### src/rtl/mux21_rr_arbiter.sv
// Round-robin arbiter for a shared 2:1 mux: grants A or B, drives select s,
// and forwards the owner's data on y with a hold limit against starvation.
module mux21_rr_arbiter #(
  parameter int WIDTH    = 1,
  parameter int MAX_HOLD = 4
) (
  input  logic             clk,
  input  logic             rst,
  input  logic             req_a,
  input  logic             req_b,
  input  logic [WIDTH-1:0] a,
  input  logic [WIDTH-1:0] b,
  output logic             gnt_a,
  output logic             gnt_b,
  output logic             s,
  output logic [WIDTH-1:0] y,
  output logic             y_valid
);

  localparam int            CW      = $clog2(MAX_HOLD + 1);
  localparam logic [CW-1:0] CNT_MAX = CW'(MAX_HOLD - 1);
  localparam logic          LAST_A  = 1'b0;
  localparam logic          LAST_B  = 1'b1;

  typedef enum logic [1:0] {IDLE = 2'd0, GA = 2'd1, GB = 2'd2} state_t;

  state_t        state_r, state_s;
  logic [CW-1:0] cnt_r, cnt_s;
  logic          last_r, last_s;
  logic          gnt_a_r, gnt_b_r, s_r;
  logic          hold_done_s;

  // next-state selection
  always_comb begin
    state_s     = state_r;
    hold_done_s = (cnt_r == CNT_MAX);
    case (state_r)
      IDLE: begin
        if (req_a && req_b) begin
          state_s = (last_r == LAST_B) ? GA : GB;
        end else if (req_a) begin
          state_s = GA;
        end else if (req_b) begin
          state_s = GB;
        end else begin
          state_s = IDLE;
        end
      end
      GA: begin
        if (!req_a && req_b) begin
          state_s = GB;
        end else if (!req_a && !req_b) begin
          state_s = IDLE;
        end else if (req_b && hold_done_s) begin
          state_s = GB;
        end else begin
          state_s = GA;
        end
      end
      GB: begin
        if (!req_b && req_a) begin
          state_s = GA;
        end else if (!req_b && !req_a) begin
          state_s = IDLE;
        end else if (req_a && hold_done_s) begin
          state_s = GA;
        end else begin
          state_s = GB;
        end
      end
      default: state_s = IDLE;
    endcase
  end

  // hold counter restarts on every entry and saturates while the owner keeps the grant
  always_comb begin
    cnt_s  = {CW{1'b0}};
    last_s = last_r;
    if (state_s != state_r) begin
      cnt_s = {CW{1'b0}};
      if (state_s == GA) begin
        last_s = LAST_A;
      end else if (state_s == GB) begin
        last_s = LAST_B;
      end else begin
        last_s = last_r;
      end
    end else if (state_s == IDLE) begin
      cnt_s = {CW{1'b0}};
    end else begin
      cnt_s = hold_done_s ? cnt_r : cnt_r + CW'(1);
    end
  end

  // state, pointer, counter and registered grant outputs
  always_ff @(posedge clk) begin
    if (rst) begin
      state_r <= IDLE;
      cnt_r   <= {CW{1'b0}};
      last_r  <= LAST_B;
      gnt_a_r <= 1'b0;
      gnt_b_r <= 1'b0;
      s_r     <= 1'b0;
    end else begin
      state_r <= state_s;
      cnt_r   <= cnt_s;
      last_r  <= last_s;
      gnt_a_r <= (state_s == GA);
      gnt_b_r <= (state_s == GB);
      s_r     <= (state_s == GB);
    end
  end

  // data path: combinational from the grant registers
  always_comb begin
    y = {WIDTH{1'b0}};
    if (gnt_b_r) begin
      y = b;
    end else if (gnt_a_r) begin
      y = a;
    end else begin
      y = {WIDTH{1'b0}};
    end
  end

  assign gnt_a   = gnt_a_r;
  assign gnt_b   = gnt_b_r;
  assign s       = s_r;
  assign y_valid = gnt_a_r | gnt_b_r;

  mux21_rr_arbiter_chk u_chk (
    .clk   (clk),
    .rst   (rst),
    .gnt_a (gnt_a_r),
    .gnt_b (gnt_b_r),
    .s     (s_r)
  );

endmodule

// Invariants of the arbiter outputs: exclusive grants and select tracking B's grant.
module mux21_rr_arbiter_chk (
  input logic clk,
  input logic rst,
  input logic gnt_a,
  input logic gnt_b,
  input logic s
);

  grant_exclusive: assert property (@(posedge clk) disable iff (rst) !(gnt_a && gnt_b));
  select_tracks_b: assert property (@(posedge clk) disable iff (rst) (s == gnt_b));

endmodule

### config.mk
export PLATFORM = sky130hd
export DESIGN_NAME = mux21_rr_arbiter
export DESIGN_NICKNAME = d
export VERILOG_FILES = /design/src/rtl/mux21_rr_arbiter.sv
export SDC_FILE = /design/constraint.sdc
export NUM_CORES = 1
export LEC_CHECK = 0
export CAP_MARGIN = 10
export CORE_AREA = 2 2 43 45
export CTS_BUF_LIST = sky130_fd_sc_hd__clkbuf_2
export CTS_CLUSTER_DIAMETER = 100
export CTS_CLUSTER_SIZE = 20
export DETAILED_ROUTE_END_ITERATION = 8
export DIE_AREA = 0 0 45 47
export REMOVE_ABC_BUFFERS = 1
export SLEW_MARGIN = 40
export SYNTH_ARGS = -nofsm -noshare
export SYNTH_HDL_FRONTEND = slang
export SYNTH_SLANG_ARGS = --single-unit
### constraint.sdc
create_clock -name clk -period 2.65 [get_ports clk]
set_input_delay 0.53 -clock clk [delete_from_list [all_inputs] [get_ports clk]]
set_output_delay 0.53 -clock clk [all_outputs]
set_load 0.005 [all_outputs]
# After elaboration in Yosys (flattened, before gate mapping)
# Cells that the tools add are included.
# word_totals
ff_bits	8
latch_bits	0
mem_bits_rw	0
mem_bits_ro	0
input_bits	6
out_inout_bits	5
word_cells	41
memories	0
# classes
n_addsub	1
multipliers	0
n_div	0
order_cmp	0
n_eq_ne	6
n_shift	0
n_mux	15
bitwise_logic	1
reduce_logical	13
# ops
operator	n
2-bit two-way mux	10
1-bit logical AND	6
2-bit case mux with 3 select lines	1
2-bit by 1-bit equality test with 1-bit output (second input constant)	2
2-bit equality test (second input constant)	2
2-bit zero test	2
1-bit two-way mux	4
3-bit by 1-bit adder with 3-bit output (second input constant)	1
3-bit by 2-bit equality test with 1-bit output (second input constant)	1
3-bit OR reduction	1
1-bit zero test	2
2-bit inequality test	1
2-bit AND reduction	1
2-bit nonzero test	1
1-bit bitwise OR	1

# Longest topological paths before layout
# Gate-level depths: netlist (run 1).
# depth
ltp_word	9
depth_mapped	9
depth_no_buf	8

# Least setup slack after synthesis (run 1)
# Ideal clock, no wire load.
# synth_timing
path_type	register to register
startpoint	register cnt_r[0]
endpoint	register last_r
setup_time_ns	0.072
arrival_time_ns	1.823
required_ns	2.578
slack_ns	0.755
path_stages_with_launch	9
n_path_buf	1
synth_period_minus_slack_ns	1.895
cell_sequence	dfxtp_1 -> ha_1 -> ha_1 -> buf_2 -> o31ai_1 -> o211ai_1 -> ha_1 -> nor3b_2 -> mux2i_1
# synth_between
elab_chain_cells	9
elab_cells_between_ends	16
cone_classes	eq/ne: 4; mux: 8; reduce/logical: 4
# synth_lines
item	line_no	rtl
start: declaration	28	logic [CW-1:0] cnt_r, cnt_s;
start signal: assignment	99	cnt_r <= {CW{1'b0}};
start signal: assignment	106	cnt_r <= cnt_s;
3-bit by 2-bit equality test with 1-bit output (*)	36	hold_done_s = (cnt_r == CNT_MAX);
1-bit logical AND (on tied branches)	65, 54	
2-bit two-way mux (on tied branches)	65, 54	
2-bit two-way mux (on tied branches)	63, 52	
2-bit two-way mux (on tied branches)	61, 50	
2-bit case mux with 3 select lines (*)	37	case (state_r)
2-bit by 1-bit equality test with 1-bit output or 2-bit equality test (tied branches)	81, 83	
2-bit nonzero test (no line)	--	
2-bit AND reduction (no line)	--	
end signal: assignment	107	last_r <= last_s;
end: declaration	29	logic last_r, last_s;
# Every way passes the cells marked *; elsewhere a longest branch is shown, timed or not.
# A chain may end at the register's enable or synchronous reset.

# Final worst setup path (run 1)
# layout_timing
startpoint	input a
endpoint	output y
# layout_between
elab_chain_cells	2
# layout_lines
item	line_no	rtl
start: declaration	11	input logic [WIDTH-1:0] a,
1-bit two-way mux	119	end else if (gnt_a_r) begin
1-bit two-way mux	117	if (gnt_b_r) begin
end: declaration	16	output logic [WIDTH-1:0] y,
# No other way between the ends.

==> results of run 1 <==
[kinds of logic (layout without fill, tap and decap cells)]
family	Yosys count	count (layout)
AOI/OAI and AO/OA	9	9
xor gates and xnor gates	2	2
adders and majority gates	5	5
buffers and inverters	6	16
DFF	8	8
muxes	2	2
and+or+nand+nor	23	23
[per-stage QoR]
step,setup WS [ps],cell area (um2),utilization
5_1_grt,405,597,0.361
3_5_place_dp,402,582,0.352
2_1_floorplan,788,460,-
6_report,451,597,0.361
3_3_place_gp,437,582,0.352
4_1_cts,440,597,0.361
[final timing paths]
path,end,from,slack [ps]
min,cnt_r[2],cnt_r[2],500
max reg2reg,last_r,cnt_r[0],610
max,y,a,450
min reg2reg,cnt_r[2],cnt_r[2],500
[layout make-up]
cell class | count | area (um2)
multi-input cells | 41 | 289
inverters | 3 | 11.3
clock buffers | 3 | 15.0
flip-flops and latches | 8 | 160
well taps | 17 | 21.3
repair buffers | 10 | 100
fillers | 181 | 1050
[critical path: cells and delay by family]
kind	cells	cell delay (ps)
AND/OR/NAND/NOR	1	40
buffers and inverters	2	970
AO/OA/AOI/OAI	1	130
[report_power, final]
group	internal [mW]	total (mW)	switching, mW
Combinational	0.0327	0.0554	0.0227
Sequential	0.127	0.135	0.00805
Clock	0.0308	0.0682	0.0374
Total	0.190	0.258	0.0682
[cell usage in the layout (no fill, tap or decap), types with 3 or more instances in the layout]
cell,netlist,routed
clkbuf_2,0,3
dfxtp_1,8,8
nor2b_1,4,4
inv_1,3,3
nand2_1,3,3
clkdlybuf4s50_1,0,10
ha_1,5,5
nor2_1,10,10
[metal layers]
layer	part of all wire	wire [um]
met5	0	0
met4	0.039	33
met3	0.034	29
met2	0.44	368
met1	0.49	410
[state kept, by name, indices dropped and copies added (netlist names)]
signal   count
state_r      2
gnt_a        1
s            1
last_r       1
cnt_r        3
==> impl_metrics.csv, run 1 <==
group,metric,value,unit
outcome,status,"complete, no violations",
synth,synth_flop_cell,"dfxtp_1",
layout,n_antenna_cell,0,
critical_path,worst-path-max-fanout,1,
synth,synth_most_common_cell,"nor2_1",
placement,numPortBuffers,10,
synth,synthArstFlopShare,0,
critical_path,cp.arrival,1670,ps
global_route,antenna_found_initial,0,
global_route,grt_pass1_wl,1.38,mm
floorplan,rows,15,
synth,synth_top_family_by_area,"simple AND/OR/NAND/NOR gates",
critical_path,crit_path_top_delay_cell,"clkdlybuf4s50_1",
timing,clock_skew,1.35,ps
drt,wl_per_cell,10.3,um
global_route,grt_pass1_vias,343,
critical_path,cp-start-kind,"primary input",
synth,ys_seq_area_frac,0.335,
synth,synth_area_leaders,"dfxtp_1, ha_1, nor2_1, nor2b_1, mux2i_1",
global_route,grtUsageMet1,0.106,
timing,fin_setup_tns,0,ps
clock_tree,cts_resized,0,
clock_tree,clk_latency,230,ps
drt,vias_per_cell,4.99,
timing,holdWs,497,ps
synth,synthAdderAreaFrac,0.131,
global_route,busiest_layer,"met2",
critical_path,critPathMostFrequentCell,"clkdlybuf4s50_1",
floorplan,die_w,45,um
drt,routed-via-count,409,
global_route,grt_max_degree,10,
synth,synth.avg_cell_area,8.69,um2
synth,synthCells,55,
power_and_ir_drop,powerDensity,433,mW/mm2
drt,final_antenna_net_count,0,
floorplan,start_util,0.289,
placement,dp.cells,79,
clock_tree,hold_buffers,0,
synth,synthMuxAreaShare,0.0419,
timing,setup-violations-final,0,
timing,tightest_slew,373,ps
clock_tree,cts_buffer_depth,2,
worst_hold_path,hold_path.class,"register to register",
power_and_ir_drop,power_leakage,0.249,nW
global_route,grt_overflow,0,
synth,synth_seq_cells,8,
synth,yosys.area.top_type_share,0.335,
placement,hpwl,663,um
synth,synthXorXnorAreaFrac,0.0366,
critical_path,critical_path_required,2120,ps
critical_path,worstRegToRegCells,7,
drt,drtPass1Iterations,4,
floorplan,core-area,0.00165,mm2
layout,drive_above_1_share,0.0923,
synth,synth-compound-area-share,0.139,
synth,yosys.area_share.simple,0.257,
global_route,grt.met3_usage,0.0269,
timing,fin_crit_sh,0.830,
clock_tree,cts-root-buf,"clkbuf_2",
layout,num-nets-final,78,
timing,fin_crit,2200,ps
timing,hold_viol_final,0,
floorplan,die_area,0.00212,mm2
floorplan,chipHeight,47,um
power_and_ir_drop,finalPower,0.258,mW
placement,gp_congestion,0.712,
synth,yosysUniqueCellTypes,20,
critical_path,critPathMaxStageDelay,520,ps
timing,max_freq,0.455,GHz
global_route,met2_usage,0.146,
timing,rsz0062_at_grt,"false",
worst_hold_path,whs_path_depth,2,
synth,synth_area,478,um2
timing,relSlewSlack,0.751,
critical_path,path_cells,"clkdlybuf4s50_1, nand2_1, o21ai_0, clkdlybuf4s50_1",
timing,drv_slew,0,
synth,yosys-top-cells-count,"nor2_1, dfxtp_1, ha_1",
critical_path,critical_path_class,"primary input to output pin",
clock_tree,cts_htree_levels,1,
floorplan,ios,11,
drt,totalWireLength,841,um
critical_path,cp-end-kind,"output pin",
synth,yosysWarnings,0,
clock_tree,post_cts_buffers,0,
synth,synth-edff-count,0,
clock_tree,cts_buffers,3,
global_route,gr-usage-all-layers,0.0950,
layout,area_growth,24.9,%
drt,drtIter0Drc,7,
clock_tree,clk_pin_slew,70,ps
drt,drc_errors,0,
layout,fin_cells,82,
clock_tree,cts_tree,"done",
synth,yosysTopAreaCell,"dfxtp_1",
flow_run,maxCapViolations,0,
power_and_ir_drop,irDropWorstVdd,169,uV
clock_tree,clock_sinks,8,
No activity file was read; power rests on OpenSTA's default activity.
==> run 2, diff against run 1 <==
Clock period 2.65 ns to 1.8 ns, I/O delays scaled along.
==> impl_metrics.csv, run 2 (synthesis results as in run 1) <==
group,metric,value,unit
outcome,status,"complete, no violations",
drt,final_antenna_net_count,0,
global_route,grt_pass1_vias,362,
layout,final_area,707,um2
drt,totalWireLength,910,um
placement,place_area,627,um2
layout,largest_register_ff_count,3,
floorplan,ios,11,
floorplan,die_area,0.00212,mm2
timing,clock_skew,10.5,ps
layout,utilization,0.428,
clock_tree,cts-root-buf,"clkbuf_2",
global_route,met2_usage,0.154,
layout,num-nets-final,85,
clock_tree,clk_pin_slew,80,ps
layout,final_cell_mix,"nor2_1, clkdlybuf4s50_1, buf_4",
drt,drc_errors,0,
drt,drtIter0Drc,8,
global_route,busiest_layer,"met2",
timing,tightest_slew,343,ps
critical_path,cp-end-kind,"register",
clock_tree,cts_htree_levels,1,
critical_path,critical_path_class,"register to register",
timing,relSlewSlack,0.771,
timing,drv_slew,0,
power_and_ir_drop,power_leakage,0.291,nW
critical_path,worst-path-max-fanout,5,
layout,area_growth,47.9,%
timing,fin_setup_tns,0,ps
global_route,grt_overflow,0,
layout,n_antenna_cell,0,
power_and_ir_drop,irDropWorstVdd,247,uV
critical_path,cp.arrival,1880,ps
global_route,grt_max_degree,9,
layout,final_common_cell,"nor2_1",
critical_path,cp-start-kind,"register",
clock_tree,cts_buffers,3,
timing,holdWs,505,ps
placement,numPortBuffers,10,
timing,hold_viol_final,0,
drt,vias_per_cell,4.75,
power_and_ir_drop,powerDensity,577,mW/mm2
global_route,grt.met3_usage,0.0346,
global_route,antenna_found_initial,0,
layout,top_regs,"cnt_r: 3 flops, state_r: 2 flops",
clock_tree,cts_buffer_depth,2,
layout,top_register,"cnt_r",
timing,fin_crit,1760,ps
layout,fin_cells,89,
global_route,grt_pass1_wl,1.40,mm
floorplan,core-area,0.00165,mm2
placement,gp_congestion,0.793,
global_route,gr-usage-all-layers,0.0942,
drt,routed-via-count,423,
clock_tree,cts_tree,"done",
global_route,grtUsageMet1,0.0995,
timing,setup-violations-final,0,
timing,fin_crit_sh,0.980,
timing,rsz0062_at_grt,"true",
clock_tree,clk_latency,230,ps
floorplan,start_util,0.289,
worst_hold_path,hold_path.class,"register to register",
flow_run,maxCapViolations,0,
clock_tree,clock_sinks,8,
floorplan,chipHeight,47,um
floorplan,die_w,45,um
drt,drtPass1Iterations,4,
floorplan,rows,15,
critical_path,rrSetupSlack,40,ps
placement,dp.cells,85,
placement,hpwl,681,um
drt,wl_per_cell,10.2,um
layout,drive_above_1_share,0.292,
clock_tree,hold_buffers,0,
timing,max_freq,0.567,GHz
critical_path,critical_path_required,1920,ps
[run 2: what timing repair did]
action / CTS / global route
pin swaps: 2 / 5
resized for setup: 3 / 10
cloned: 0 / 0
buffers inserted: 0 / 1
setup endpoints to repair: 2 / 6
hold endpoints to repair: 0 / 0
[run 2: worst max-delay path: stages (launching register included)]
cell and delay, ps:
dfxtp_2 340, ha_4 160, ha_4 170, nor3b_2 150, o211ai_1 280, ha_1 290, nor3b_4 150, mux2i_1 120
[run 2: path summary, 6_finish.rpt]
| check | start | endpoint | cells past startpoint |
|---|---|---|---|
| setup / recovery | cnt_r[0] | last_r | 7 |
| hold / removal | cnt_r[2] | cnt_r[2] | 2 |
| setup reg to reg | cnt_r[0] | last_r | 7 |
| hold reg to reg | cnt_r[2] | cnt_r[2] | 2 |
[run 2: per-layer routing]
| metal | up-vias | wire (um) |
|---|---|---|
| met4 | 0 | 18 |
| met2 | 8 | 435 |
| li1 | 220 | - |
| met5 | - | 0 |
| met3 | 2 | 34 |
| met1 | 193 | 422 |
[run 2: area by class of cell]
cell class | count | area [um2]
Clock buffer | 3 | 15.0
Fill cell | 165 | 945
Inverter | 3 | 11.3
Multi-Input combinational cell | 41 | 344
Sequential cell | 8 | 164
Tap cell | 17 | 21.3
Timing Repair Buffer | 17 | 151
[run 2: stage by stage]
step	total power [mW]	setup WS, ps
2_1_floorplan	0.246	-62.0
3_3_place_gp	0.294	-74.8
3_5_place_dp	0.295	-79.1
4_1_cts	0.397	-30.7
5_1_grt	0.437	-52.4
6_report	0.408	35.5
[run 2: power breakdown]
group | internal (mW) | total (mW) | switching [mW]
clock network | 0.0454 | 0.100 | 0.0548
logic | 0.0663 | 0.107 | 0.0406
registers | 0.187 | 0.201 | 0.0137
